[config.mk]
export PLATFORM = sky130hd
export DESIGN_NAME = quadrature_decoder_flat
export DESIGN_NICKNAME = d
export VERILOG_FILES = /design/src/rtl/quadrature_decoder_if.sv /design/src/rtl/quadrature_decoder.sv /design/src/flat_wrapper.sv
export SDC_FILE = /design/constraint.sdc
export NUM_CORES = 1
export LEC_CHECK = 0
export ABC_AREA = 1
export BUFFER_PORTS_ARGS = -buffer_cell sky130_fd_sc_hd__buf_2
export CORE_MARGIN = 4
export CORE_UTILIZATION = 55
export DETAILED_ROUTE_END_ITERATION = 10
export PLACE_DENSITY = 0.82
export SLEW_MARGIN = 10
export SYNTH_ARGS = -nofsm -noshare
export SYNTH_HDL_FRONTEND = slang
export SYNTH_HIERARCHICAL = 1
export SYNTH_SLANG_ARGS = --single-unit
[constraint.sdc]
create_clock -name clk -period 10.3 [get_ports clk]
set_input_delay 2.06 -clock clk [delete_from_list [all_inputs] [get_ports clk]]
set_output_delay 2.06 -clock clk [all_outputs]
set_load 0.1 [all_outputs]
[src/rtl/quadrature_decoder_if.sv]
// Encoder pins, control strobes and position outputs of quadrature_decoder.
// The master side drives pins/controls; the slave side is the decoder.
interface quadrature_decoder_if #(
    parameter int COUNT_W = 36
);
    logic                      enc_a;
    logic                      enc_b;
    logic                      enc_i;
    logic                      enable;
    logic                      count_clear;
    logic                      err_clear;
    logic signed [COUNT_W-1:0] count;
    logic                      direction;
    logic                      step;
    logic                      error;

    modport master (
        output enc_a, enc_b, enc_i, enable, count_clear, err_clear,
        input  count, direction, step, error
    );

    modport slave (
        input  enc_a, enc_b, enc_i, enable, count_clear, err_clear,
        output count, direction, step, error
    );
endinterface

[src/rtl/quadrature_decoder.sv]
// x4 quadrature decoder: 2-FF sync, stability filter, signed wrapping count, sticky error.
// Optional index reset of the count when QUAD_INDEX_RESET_EN is defined.

// Stability filter: a value is accepted after FILTER_LEN consecutive equal samples.
module quadrature_decoder_filt #(
    parameter int W           = 2,
    parameter int FILTER_LEN  = 4,
    parameter bit FORCE_FIRST = 1'b0
) (
    input  logic         clk,
    input  logic         rst,
    input  logic [W-1:0] din_i,
    output logic [W-1:0] acc_o,
    output logic [W-1:0] prev_o,
    output logic         stb_o,
    output logic         first_o
);
    localparam logic [7:0] LEN = 8'(FILTER_LEN);

    logic [W-1:0] cand_q, acc_q, prev_q;
    logic [7:0]   run_q, run_d;
    logic         seen_q, stb_q, first_q;
    logic         take;

    // run_d counts the sample being taken this cycle; saturates at LEN.
    // Before the first acceptance a value equal to the reset state must still be taken.
    always_comb begin
        run_d = 8'd1;
        if (din_i == cand_q) run_d = (run_q == LEN) ? run_q : run_q + 8'd1;
        take = (run_d == LEN) && ((FORCE_FIRST && !seen_q) || (din_i != acc_q));
    end

    always_ff @(posedge clk or posedge rst) begin
        if (rst) begin
            cand_q  <= '0;
            acc_q   <= '0;
            prev_q  <= '0;
            run_q   <= '0;
            seen_q  <= 1'b0;
            stb_q   <= 1'b0;
            first_q <= 1'b0;
        end else begin
            cand_q <= din_i;
            run_q  <= run_d;
            stb_q  <= take;
            if (take) begin
                acc_q   <= din_i;
                prev_q  <= acc_q;
                first_q <= !seen_q;
                seen_q  <= 1'b1;
            end
        end
    end

    assign acc_o   = acc_q;
    assign prev_o  = prev_q;
    assign stb_o   = stb_q;
    assign first_o = first_q;
endmodule

module quadrature_decoder #(
    parameter int FILTER_LEN = 4,
    parameter int COUNT_W    = 36
) (
    input logic                 clk,
    input logic                 reset,
    quadrature_decoder_if.slave qd
);
    logic [1:0] ab_s1_q, ab_s2_q;
    logic [1:0] ab_acc, ab_prev;
    logic       ab_stb, ab_first;
    logic [1:0] delta;
    logic       valid, fwd, rev, bad;
    logic       idx_clr;

    logic signed [COUNT_W-1:0] count_q, count_d;
    logic                      dir_q, dir_d;
    logic                      step_q, step_d;
    logic                      err_q, err_d;

    always_ff @(posedge clk or posedge reset) begin
        if (reset) begin
            ab_s1_q <= '0;
            ab_s2_q <= '0;
        end else begin
            ab_s1_q <= {qd.enc_a, qd.enc_b};
            ab_s2_q <= ab_s1_q;
        end
    end

    quadrature_decoder_filt #(
        .W(2), .FILTER_LEN(FILTER_LEN), .FORCE_FIRST(1'b1)
    ) u_ab_filt (
        .clk(clk), .rst(reset), .din_i(ab_s2_q),
        .acc_o(ab_acc), .prev_o(ab_prev), .stb_o(ab_stb), .first_o(ab_first)
    );

`ifdef QUAD_INDEX_RESET_EN
    logic idx_s1_q, idx_s2_q;
    logic idx_acc, idx_stb;
    logic idx_unused_prev, idx_unused_first;

    always_ff @(posedge clk or posedge reset) begin
        if (reset) begin
            idx_s1_q <= 1'b0;
            idx_s2_q <= 1'b0;
        end else begin
            idx_s1_q <= qd.enc_i;
            idx_s2_q <= idx_s1_q;
        end
    end

    quadrature_decoder_filt #(
        .W(1), .FILTER_LEN(FILTER_LEN), .FORCE_FIRST(1'b0)
    ) u_idx_filt (
        .clk(clk), .rst(reset), .din_i(idx_s2_q),
        .acc_o(idx_acc), .prev_o(idx_unused_prev), .stb_o(idx_stb),
        .first_o(idx_unused_first)
    );

    // An accepted change to 1 is a rising edge; it only counts while AB rests at 00.
    assign idx_clr = idx_stb && idx_acc && (ab_acc == 2'b00);
`else
    logic unused_enc_i;
    assign unused_enc_i = qd.enc_i;
    assign idx_clr      = 1'b0;
`endif

    // Gray phase along the forward sequence 00 -> 10 -> 11 -> 01.
    function automatic logic [1:0] phase_f(input logic [1:0] ab);
        case (ab)
            2'b00:   phase_f = 2'd0;
            2'b10:   phase_f = 2'd1;
            2'b11:   phase_f = 2'd2;
            default: phase_f = 2'd3;
        endcase
    endfunction

    assign delta = phase_f(ab_acc) - phase_f(ab_prev);
    assign valid = ab_stb && !ab_first;
    assign fwd   = valid && (delta == 2'd1);
    assign rev   = valid && (delta == 2'd3);
    assign bad   = valid && (delta == 2'd2);

    always_comb begin
        count_d = count_q;
        dir_d   = dir_q;
        step_d  = 1'b0;
        err_d   = err_q;
        if (qd.err_clear) err_d = 1'b0;
        if (bad)          err_d = 1'b1;
        if (qd.enable && (fwd || rev)) begin
            count_d = fwd ? count_q + COUNT_W'(1) : count_q - COUNT_W'(1);
            dir_d   = fwd;
            step_d  = 1'b1;
        end
        if (qd.count_clear || idx_clr) begin
            count_d = '0;
            step_d  = 1'b0;
        end
    end

    always_ff @(posedge clk or posedge reset) begin
        if (reset) begin
            count_q <= '0;
            dir_q   <= 1'b0;
            step_q  <= 1'b0;
            err_q   <= 1'b0;
        end else begin
            count_q <= count_d;
            dir_q   <= dir_d;
            step_q  <= step_d;
            err_q   <= err_d;
        end
    end

    assign qd.count     = count_q;
    assign qd.direction = dir_q;
    assign qd.step      = step_q;
    assign qd.error     = err_q;
endmodule

[src/flat_wrapper.sv]
// flat-port wrapper written by rule: the top's interface ports become plain ports
module quadrature_decoder_flat 
#(
    parameter int FILTER_LEN = 4,
    parameter int COUNT_W    = 36
)
  (clk, reset, qd_enc_a, qd_enc_b, qd_enc_i, qd_enable, qd_count_clear, qd_err_clear, qd_count, qd_direction, qd_step, qd_error);
  quadrature_decoder_if #(.COUNT_W(COUNT_W)) qd_i ();
  input logic clk;
  input logic reset;
  input wire logic [$bits(qd_i.enc_a)-1:0] qd_enc_a;
  input wire logic [$bits(qd_i.enc_b)-1:0] qd_enc_b;
  input wire logic [$bits(qd_i.enc_i)-1:0] qd_enc_i;
  input wire logic [$bits(qd_i.enable)-1:0] qd_enable;
  input wire logic [$bits(qd_i.count_clear)-1:0] qd_count_clear;
  input wire logic [$bits(qd_i.err_clear)-1:0] qd_err_clear;
  output wire logic [$bits(qd_i.count)-1:0] qd_count;
  output wire logic [$bits(qd_i.direction)-1:0] qd_direction;
  output wire logic [$bits(qd_i.step)-1:0] qd_step;
  output wire logic [$bits(qd_i.error)-1:0] qd_error;
  assign qd_i.enc_a = qd_enc_a;
  assign qd_i.enc_b = qd_enc_b;
  assign qd_i.enc_i = qd_enc_i;
  assign qd_i.enable = qd_enable;
  assign qd_i.count_clear = qd_count_clear;
  assign qd_i.err_clear = qd_err_clear;
  assign qd_count = qd_i.count;
  assign qd_direction = qd_i.direction;
  assign qd_step = qd_i.step;
  assign qd_error = qd_i.error;
  quadrature_decoder #(.FILTER_LEN(FILTER_LEN), .COUNT_W(COUNT_W)) u_core (.clk(clk), .reset(reset), .qd(qd_i));
endmodule
# == Word level (Yosys, flattened, before mapping) ==
# Index checks and enable logic that the tools add are counted.
# classes
n_eq_ne,11
muxes,11
n_reduce_logical,14
n_addsub,4
# ops
cell,count
two-way mux 36 bit,3
"adder 36 x 2 -> 36 bit, second input constant",1
"subtractor 36 x 2 -> 36 bit, second input constant",1
"== test 8 x 3 -> 1 bit, second input constant",2
two-way mux 8 bit,2
"== test 2 bit, second input constant",6
one-hot mux 2 bit (3 select lines),2
"adder 8 x 1 -> 8 bit, second input constant",1
logical AND 1 bit,6
logical NOT 2 bit,2
two-way mux 1 bit,4
nonzero test 2 bit,2
"== test 2 x 1 -> 1 bit, second input constant",1
== test 2 bit,1
logical NOT 1 bit,2
logical OR 1 bit,2
!= test 2 bit,1
subtractor 2 bit,1
# word_totals
regBits,60
output_inout_bits,39
input_bits,8
wordCells,53

# == Logic depth before layout (Yosys ltp) ==
# Gate-level depths: netlist (run 1).
# logic_depth
depth_word,9
ltp_mapped,23
depth_no_buf,23

# == Hierarchy ==
# The synthesis (run 1) kept the hierarchy.
# by_module_without_submodules
module,n_inst,cells_per_inst,seq_area_each_um2,area_per_inst_um2
quadrature_decoder,1,686,1076.0,4287.9
quadrature_decoder_filt,1,136,425.4,1004.7

# == Least setup slack after synthesis (run 1) ==
# OpenSTA, ideal clock, no wires.
# synth_timing
path_type,reg2reg
from,"register u_core.u_ab_filt.acc_q[0], in the netlist u_core/u_ab_filt/acc_o[0]"
to,"register u_core.count_q[29], in the netlist u_core/qd.count[29]"
path_buffers,0
arrival_time_ps,3575
required_time_ps,10180
synth_period_minus_slack_ps,3695
path_slack_ps,6605
path_stages_with_launch,16
setup_ps,120
cell_sequence,dfrtp_1 > ha_1 > ha_1 > o21ai_0 > nand2_1 > o21ai_0 > nand3_1 > ha_1 > nand3_1 > nand3_2 > a21oi_1 > o21ai_2 > nand2_1 > nand3_1 > nand3_1 > nand2_1
# synth_between
elab_chain_len,8
elab_cells_between_ends,15
cone_classes,add/sub (1); eq/ne (4); mux (4); reduce/logical (6)
# synth_rtl
item,line,source
start: declaration,quadrature_decoder.sv:20,"logic [W-1:0] cand_q, acc_q, prev_q;"
start signal: assignment,quadrature_decoder.sv:47,acc_q <= din_i;
== test 2 bit or logical NOT 2 bit (tied branches),quadrature_decoder.sv:131,case (ab)
one-hot mux 2 bit (3 select lines) (*),quadrature_decoder.sv:131,
subtractor 2 bit (*),quadrature_decoder.sv:139,assign delta = phase_f(ab_acc) - phase_f(ab_prev);
== test 2 x 1 -> 1 bit or == test 2 bit (tied branches),"quadrature_decoder.sv:141, quadrature_decoder.sv:142",
"logical AND 1 bit, on equally long branches","quadrature_decoder.sv:141, quadrature_decoder.sv:142",
two-way mux 36 bit or logical OR 1 bit (tied branches),"quadrature_decoder.sv:153, quadrature_decoder.sv:152",
two-way mux 36 bit or logical AND 1 bit (tied branches),quadrature_decoder.sv:152,if (qd.enable && (fwd || rev)) begin
two-way mux 36 bit or nonzero test 2 bit (tied branches),n/a,
end signal: assignment,quadrature_decoder.sv:170,count_q <= count_d;
end: declaration,quadrature_decoder.sv:76,"logic signed [COUNT_W-1:0] count_q, count_d;"
# Every way passes the cells marked *; elsewhere a longest branch is shown, timed or not. The select of a mux whose other input is x is not followed.
# A chain may end at the register's enable or synchronous reset.

# == Final worst setup path (run 1) ==
# layout_timing
from,"register u_core.u_ab_filt.acc_q[0], in the netlist u_core/u_ab_filt/acc_o[0]"
to,"register u_core.count_q[30], in the netlist u_core/qd.count[30]"
# layout_between
elab_chain_len,8
elab_cells_between_ends,15
cone_classes,add/sub (1); eq/ne (4); mux (4); reduce/logical (6)
# layout_rtl
item,line,source
== test 2 bit or logical NOT 2 bit (tied branches),quadrature_decoder.sv:131,
one-hot mux 2 bit (3 select lines) (*),quadrature_decoder.sv:131,
subtractor 2 bit (*),quadrature_decoder.sv:139,
== test 2 x 1 -> 1 bit (*),quadrature_decoder.sv:141,assign fwd = valid && (delta == 2'd1);
logical AND 1 bit (*),quadrature_decoder.sv:141,
via u_core.fwd,quadrature_decoder.sv:73,"logic valid, fwd, rev, bad;"
two-way mux 36 bit or logical OR 1 bit (tied branches),"quadrature_decoder.sv:153, quadrature_decoder.sv:152",
two-way mux 36 bit or logical AND 1 bit (tied branches),quadrature_decoder.sv:152,
two-way mux 36 bit or nonzero test 2 bit (tied branches),n/a,
# Mark *: on every way through the listed nets, which the timed path passes. The rest lies on a longest branch. The select of a mux whose other input is x is not followed.

==> out/results.ini, run 1 <==
[cts]
cts-root-buf=clkbuf_8
cts.repair.resized=0
clk_path_buf_depth=2
cts-htree-levels=3
clkSinkCount=60
cts_setup_buffers=0
clkTransAtPathRegs_ns=0.07
clock_latency_ns=0.35
cts_tree=done
cts-buffers-inserted=9
ctsHoldBuffers=0

[timing]
hold_viol_final=0
rsz0062_at_grt=no
slew_headroom_pct=37.75
min_period_ns=3.539
max_freq_mhz=282.6
finalCritPeriodShare_pct=34.35
setup_viol=0
worst_pin_slew_ns=0.9324
tns_ns=0
clock_skew_ns=0.01405
drv_slew=0

[synthesis]
synth_cell_types=37
synth_edf_count=0
synth_nets=874
netlist_area_mm2=0.005293
syn_avg_cell_area_um2=6.439
synth_cells=822
synth_ff_type=dfrtp_1
ys_seq_area_share_pct=28.37
ys_ff_latch=60
synth-warning-count=6
synth-async-reset-ratio_pct=100.0

[run]
maxCapViolations=0

[hold_path]
min_to=u_core/ab_s2_q[0]
hp-start=u_core/ab_s1_q[0]
holdPathStages=0
min_path_type=reg -> reg

[worst_setup_path]
crit_buf_inv=4
cp_slowest_cell=dfrtp_1
crit_path_max_incr_delay_ns=0.44
reg2reg_depth=20
cp.arrival_ns=3.78
path_cells=ha_1, ha_1, inv_1, nand2_1, nand2_1, o21ai_0, nand3_1, buf_4, inv_1, fa_1, inv_1, nand3_1, nand2_2, a21oi_1, o21ai_2, nand2_1, nand2_1, nand2_1, nand3_1, nand2_1
regToRegEndpoint=u_core/qd.count[30]
path_common_cell=nand2_1
worst-path-max-fanout=38
cpLargestDelayFamily=adder cells
start_kind=flop
crit_type=reg -> reg
cp.required_ns=10.54
reg2reg_from=u_core/u_ab_filt/acc_o[0]
r2r_slack_ns=6.76
endpoint_kind=flop

[global_route]
grt_pass1_wl_mm=22.14
grt_pass1_vias=4665
antenna_found_initial=0
grt_remaining_overflow=0
grt_max_degree=44
grt.total_usage_pct=24.13

[cells_and_area]
syn2layout_area_growth_pct=10.54
antenna_cells=0
drive_gt1_share_pct=14.48
fin_util_pct=63.02
nets=925

[power_and_ir_drop]
seqPwrFrac_pct=34.9
clkPwrFrac_pct=29.2
ir_worst_vdd_uv=57.88
combPwrFrac_pct=35.9
p_leak_nw=3.676
sw_frac_of_total_pct=40.26
switching_power_uw=298.7
power_density_mw_per_mm2=126.8
p_int_uw=443.2

[place]
hpwl_mm=9.659
place.gp.congestion=0.9613
io_buffer_count=45

[drt]
drc=0
vias_per_cell=5.187
drt_pass1_iterations=5
route.vias.total=5218
antenna_left=0
wire_per_inst_um=12.82
drtIter0Drc=340
drt_wl_total_mm=12.89

[floorplan]
initial_utilization_pct=57.01
core-area_mm2=0.009284
die_h_um=106.1
fp.dieW_um=106.1
die_area_mm2=0.01126
num_rows=35
io-pin-count=47

[run_status]
outcome=completed

synth_stat cells (3+ instances only):
cell type / number / share of area, %
a21oi_1: 44 / 4.2
a21oi_2: 4 / 0.66
buf_2: 3 / 0.28
dfrtp_1: 60 / 28
ha_1: 43 / 10
inv_1: 123 / 8.7
inv_2: 6 / 0.43
nand2_1: 295 / 21
nand2_2: 21 / 2.5
nand3_1: 51 / 4.8
nand3_2: 11 / 2.1
nand4_1: 6 / 0.71
nor2_1: 68 / 4.8
nor2_2: 9 / 1.1
nor3_1: 5 / 0.47
nor4_2: 3 / 0.71
o21ai_0: 30 / 2.8
o21ai_1: 6 / 0.57
o21bai_1: 5 / 0.71
o31ai_1: 3 / 0.43
xnor2_1: 4 / 0.66
flip-flops by register name, summed over array words and instances (netlist names), 2 cells and up:
signal and count:
u_core/u_ab_filt/prev_o 2, u_core/ab_s1_q 2, u_core/u_ab_filt/acc_o 2, u_core/qd.count 36, u_core/u_ab_filt/run_q 8, u_core/ab_s2_q 2, u_core/u_ab_filt/cand_q 2
kinds of logic after synthesis:
kind of cell | share of synthesized area (%)
simple gates | 40.21
buf+inv | 9.929
compound gates | 9.953
flops | 28.37
fa+ha+maj | 10.54
xor+xnor | 0.9929
through the flow:
stage / power, mW / std cells / setup WS [ns] / area (um2) / hold slack (ns)
floorplan: 0.4683 / 822 / 6.605 / 5293 / 0.3312
global placement: 0.5183 / 991 / 6.710 / 5659 / 0.3440
detailed placement: 0.5243 / 991 / 6.655 / 5659 / 0.3451
CTS: 0.7428 / 1006 / 6.805 / 5851 / 0.3666
global route: 0.7935 / 1006 / 6.432 / 5851 / 0.3731
finish: 0.7418 / 1006 / 6.761 / 5851 / 0.3598
worst max path at each step:
stage                                   start             endpoint  slack (ns)  depth (start not counted)
floorplan           u_core/u_ab_filt/acc_o[0]  u_core/qd.count[29]        6.61                         15
global placement                    qd_enable   u_core/qd.count[5]        6.71                          6
detailed placement                  qd_enable   u_core/qd.count[5]        6.65                          6
CTS                 u_core/u_ab_filt/acc_o[0]  u_core/qd.count[30]        6.80                         20
global route        u_core/u_ab_filt/acc_o[1]  u_core/qd.count[30]        6.43                         21
finish              u_core/u_ab_filt/acc_o[0]  u_core/qd.count[30]        6.76                         20
cell type report:
type	count	area [um2]
well taps	129	161.4
fillers	916	3433
inverters	130	488.0
flip-flops and latches	60	1501
repair buffers	47	240.2
clock inverters	4	50.05
multi-input cells	625	3268
clock buffers	11	141.4
routing by layer:
| layer | global-route usage [%] | part of all wire (%) | vias to the layer above |
|---|---|---|---|
| li1 | - | - | 2693 |
| met1 | 34.05 | 49 | 2365 |
| met2 | 38.34 | 45 | 146 |
| met3 | 4.189 | 5.4 | 14 |
| met4 | 6.383 | 1.0 | 0 |
| met5 | 0 | 0 | - |
power by group through the flow:
| stage | registers, mW | logic, mW | clock network (mW) |
|---|---|---|---|
| finish | 0.259 | 0.267 | 0.217 |
| global route | 0.260 | 0.300 | 0.233 |
| CTS | 0.259 | 0.263 | 0.221 |
| detailed placement | 0.263 | 0.261 | 0 |
| global placement | 0.263 | 0.256 | 0 |
| floorplan | 0.282 | 0.187 | 0 |
cells in the final DEF (no fill, tap or decap), drive strengths merged:
| cell type | netlist | layout |
|---|---|---|
| nand4 | 6 | 6 |
| nor4 | 3 | 3 |
| and2 | 3 | 3 |
| xnor2 | 4 | 4 |
| fa | 1 | 1 |
| a21oi | 48 | 48 |
| clkbuf | 2 | 11 |
| nand2 | 316 | 316 |
| o31ai | 3 | 3 |
| bufinv | 0 | 1 |
| o21ai | 38 | 38 |
| or2 | 1 | 1 |
| nand3b | 1 | 1 |
| nor3 | 6 | 6 |
| nand3 | 62 | 62 |
| nor2 | 80 | 80 |
| clkinvlp | 0 | 2 |
| nor3b | 1 | 1 |
| o21bai | 5 | 5 |
| dfrtp | 60 | 60 |
| a21o | 1 | 1 |
| xor2 | 2 | 2 |
| clkinv | 1 | 2 |
| o22ai | 1 | 1 |
| inv | 129 | 129 |
| ha | 43 | 43 |
| buf | 5 | 47 |
(Power assumes the default switching activity.)
==> inputs of run 2 (changes only) <==
ABC_AREA = 0   (was 1)
CORE_UTILIZATION = 54   (was 55)
PLACE_DENSITY = 0.84   (was 0.82)
clock period = 3.05 ns   (was 10.3 ns; I/O delays follow)
==> run 2 against run 1 <==
  * The run now ends with negative setup slack left
  * Worst setup slack lost 7.9 ns
  * Register-to-register slack worse by 7.9 ns
  * Critical endpoint is now u_core/qd.count[27]
  * Critical path depth down 2
  * Sequential share of layout area decreased by 5.0 points
  * Non-clock buffer count increased by 143
  * Power rose to 3.6 times the previous value
  * Critical path type unchanged
  * First-iteration DRC count is 87% higher
==> out/results.ini, run 2 <==
[synthesis]
synthTopCellsByArea=dfrtp_1 (32%), ha_1 (11%), a21oi_1 (5.4%)  ; was dfrtp_1 (28%), nand2_1 (21%), ha_1 (10%)
synth_edf_count=0  ; unchanged
synth-async-reset-ratio_pct=100.0  ; unchanged
synth_cells=535  ; was 822
syn_avg_cell_area_um2=8.817  ; was 6.439 um2
synth_ff_type=dfrtp_1  ; unchanged
yosysMostFrequentCell=nand2_1  ; unchanged
netlist_top_cells_count=nand2_1 (65), dfrtp_1 (60), a21oi_1 (51)  ; was nand2_1 (295), inv_1 (123), nor2_1 (68)
synth_largest_area_cell=dfrtp_1  ; unchanged
synth_top_area_share_pct=31.83  ; was 28.37%
ys_seq_area_share_pct=31.83  ; was 28.37%
synth_cell_types=78  ; was 37
synth-warning-count=6  ; unchanged
synth_nets=587  ; was 874
ys_ff_latch=60  ; unchanged
netlist_area_mm2=0.004717  ; was 0.005293 mm2

[place]
io_buffer_count=45  ; unchanged
place.gp.congestion=0.9290  ; was 0.9613
dp_cells=784  ; was 991
hpwl_mm=9.874  ; was 9.659 mm
placed_area_mm2=0.006065  ; was 0.005659 mm2

[cts]
cts-htree-levels=3  ; unchanged
clkSinkCount=60  ; unchanged
cts_tree=done  ; unchanged
clkTransAtPathRegs_ns=0.09  ; was 0.07 ns
cts-root-buf=clkbuf_8  ; unchanged
clock_latency_ns=0.37  ; was 0.35 ns
ctsHoldBuffers=0  ; unchanged
clk_path_buf_depth=2  ; unchanged
cts-buffers-inserted=9  ; unchanged

[run_status]
violations=negative setup slack
outcome=complete, but fails checks  ; was completed

[timing]
setup_viol=32  ; was 0
max_freq_mhz=240.4  ; was 282.6 MHz
finalWorstSetupSlack_ns=-1.111  ; was 6.761 ns
slew_headroom_pct=32.76  ; was 37.75%
finalCritPeriodShare_pct=136.4  ; was 34.35%
clock_skew_ns=0.01430  ; was 0.01405 ns
whs_ns=0.3226  ; was 0.3598 ns
min_period_ns=4.161  ; was 3.539 ns
tns_ns=-25.61  ; was 0 ns
rsz0062_at_grt=yes  ; was no
worst_pin_slew_ns=1.009  ; was 0.9324 ns
drv_slew=0  ; unchanged
hold_viol_final=0  ; unchanged

[drt]
drt_pass1_iterations=6  ; was 5
vias_per_cell=6.780  ; was 5.187
antenna_left=0  ; unchanged
route.vias.total=5580  ; was 5218
drtIter0Drc=635  ; was 340
drt_wl_total_mm=20.15  ; was 12.89 mm
wire_per_inst_um=24.49  ; was 12.82 um
drc=0  ; unchanged

[floorplan]
die_area_mm2=0.01029  ; was 0.01126 mm2
core-area_mm2=0.008341  ; was 0.009284 mm2
die_h_um=101.5  ; was 106.1 um
io-pin-count=47  ; unchanged
num_rows=33  ; was 35
initial_utilization_pct=56.56  ; was 57.01%
fp.dieW_um=101.5  ; was 106.1 um

[worst_setup_path]
cp_slowest_cell=xnor3_1  ; was dfrtp_1
endpoint_kind=flop  ; unchanged
path_common_cell=buf_4  ; was nand2_1
crit_buf_inv=5  ; was 4
cp.required_ns=3.27  ; was 10.54 ns
start_kind=flop  ; unchanged
cp.arrival_ns=4.38  ; was 3.78 ns
path_cells=buf_4, ha_2, nor2_2, xnor3_1, and2_4, clkinvlp_4, buf_12, ha_4, a21o_1, a31oi_2, o221a_4, a211oi_2, buf_4, o21bai_4, nand2_2, buf_6, o311ai_1, o211ai_1  ; was ha_1, ha_1, inv_1, nand2_1, nand2_1, o21ai_0, nand3_1, buf_4, inv_1, fa_1, inv_1, nand3_1, nand2_2, a21oi_1, o21ai_2, nand2_1, nand2_1, nand2_1, nand3_1, nand2_1
crit_path_max_incr_delay_ns=0.46  ; was 0.44 ns
crit_type=reg -> reg  ; unchanged
cpLargestDelayFamily=compound AO/OA/AOI/OAI gates  ; was adder cells
worst-path-max-fanout=8  ; was 38

[cells_and_area]
fin_cells=823  ; was 1006
filler_cell_count=356  ; was 916
multi_input_area_mm2=0.003939  ; was 0.003268 mm2
antenna_cells=0  ; unchanged
drive_gt1_share_pct=48.75  ; was 14.48%
seqCellArea_mm2=0.001501  ; unchanged
largest_reg_flops=36  ; unchanged
syn2layout_area_growth_pct=54.27  ; was 10.54%
final_common_cell=buf_4  ; was nand2_1
most-common-layout-cells=buf_4 (124), nand2_1 (61), dfrtp_1 (60)  ; was nand2_1 (295), inv_1 (122), nor2_1 (67)
postLayoutCellArea_mm2=0.007277  ; was 0.005851 mm2
nets=765  ; was 925

[power_and_ir_drop]
ir_worst_vdd_uv=267.7  ; was 57.88 uV
p_leak_nw=3.476  ; was 3.676 nW
power_density_mw_per_mm2=368.1  ; was 126.8 mW/mm2

[global_route]
grt_pass1_vias=5053  ; was 4665
grt_remaining_overflow=0  ; unchanged
grt_pass1_wl_mm=23.79  ; was 22.14 mm
antenna_found_initial=0  ; unchanged
grt_max_degree=52  ; was 44
grt.total_usage_pct=28.99  ; was 24.13%

[hold_path]
min_path_type=in -> async  ; was reg -> reg

[run]
maxCapViolations=0  ; unchanged

==> run 2: final timing paths <==
kind	endpoint	start	cells after the start	slack (ns)
worst max-delay path	u_core/qd.count[27]	u_core/u_ab_filt/acc_o[1]	18	-1.11
min in group clk	u_core/ab_s1_q[1]	qd_enc_a	1	0.34
worst min register to register	u_core/ab_s2_q[1]	u_core/ab_s1_q[1]	0	0.36
max in group asynchronous	u_core/qd.count[18]	reset	2	1.96
worst min-delay path	u_core/u_ab_filt/run_q[5]	reset	2	0.32
worst max register to register	u_core/qd.count[27]	u_core/u_ab_filt/acc_o[1]	18	-1.11
==> run 2: area by class of cell <==
type,count,area share (%)
clock inverter,7,0.7909
timing repair buffer,190,19.76
tap,105,1.805
clock buffer,9,1.702
sequential,60,20.63
inverter,22,1.186
multi-input combinational,430,54.13
==> run 2: logic make-up after synthesis <==
| family | after synthesis | share of synthesized area [%] |
|---|---|---|
| XOR/XNOR | 27 | 5.305 |
| buffers and inverters | 45 | 3.979 |
| flip-flops | 60 | 31.83 |
| adder cells (fa/ha/maj) | 44 | 11.83 |
| AND/OR/NAND/NOR | 191 | 21.86 |
| AO/OA/AOI/OAI | 161 | 23.16 |
| multiplexers | 7 | 2.042 |
==> run 2: where the power goes <==
part | internal (mW) | switching (mW) | leakage [nW] | total [mW]
Combinational | 0.503 | 0.563 | 2.57 | 1.07
Clock | 0.307 | 0.412 | 0.0886 | 0.720
Sequential | 0.842 | 0.0508 | 0.815 | 0.893
Total | 1.65 | 1.03 | 3.48 | 2.68
==> run 2: worst reg2reg max path, delay by kind of cell (launching register included) <==
family,cells,cell delay [ns]
buffers and inverters,5,0.85
DFF,1,0.40
and+or+nand+nor,3,0.46
adders and majority gates,2,0.41
AOI/OAI and AO/OA,7,1.42
xor gates and xnor gates,1,0.46
==> run 2: timing repair <==
item	in CTS	in global routing
setup buffers	8	15
gates resized for setup	46	105
pin swaps	13	77
cloned	0	2
setup endpoints to repair	30	32
==> run 2: per-stage QoR <==
stage / total power, mW / setup slack [ns] / utilization [%]
global placement: 1.643 / -0.7166 / 72.71
global route: 2.764 / -1.169 / 87.25
CTS: 2.443 / -0.7982 / 78.65
floorplan: 1.396 / -1.272 / -
detailed placement: 1.675 / -0.9566 / 72.71
finish: 2.679 / -1.111 / 87.25
==> run 2: routing by layer <==
layer	part of all wire (%)	vias up	global-route usage (%)
met5	0	-	0
met3	9.1	174	6.267
met2	45	466	48.84
met4	8.3	0	12.78
li1	-	2312	-
met1	37	2628	35.64
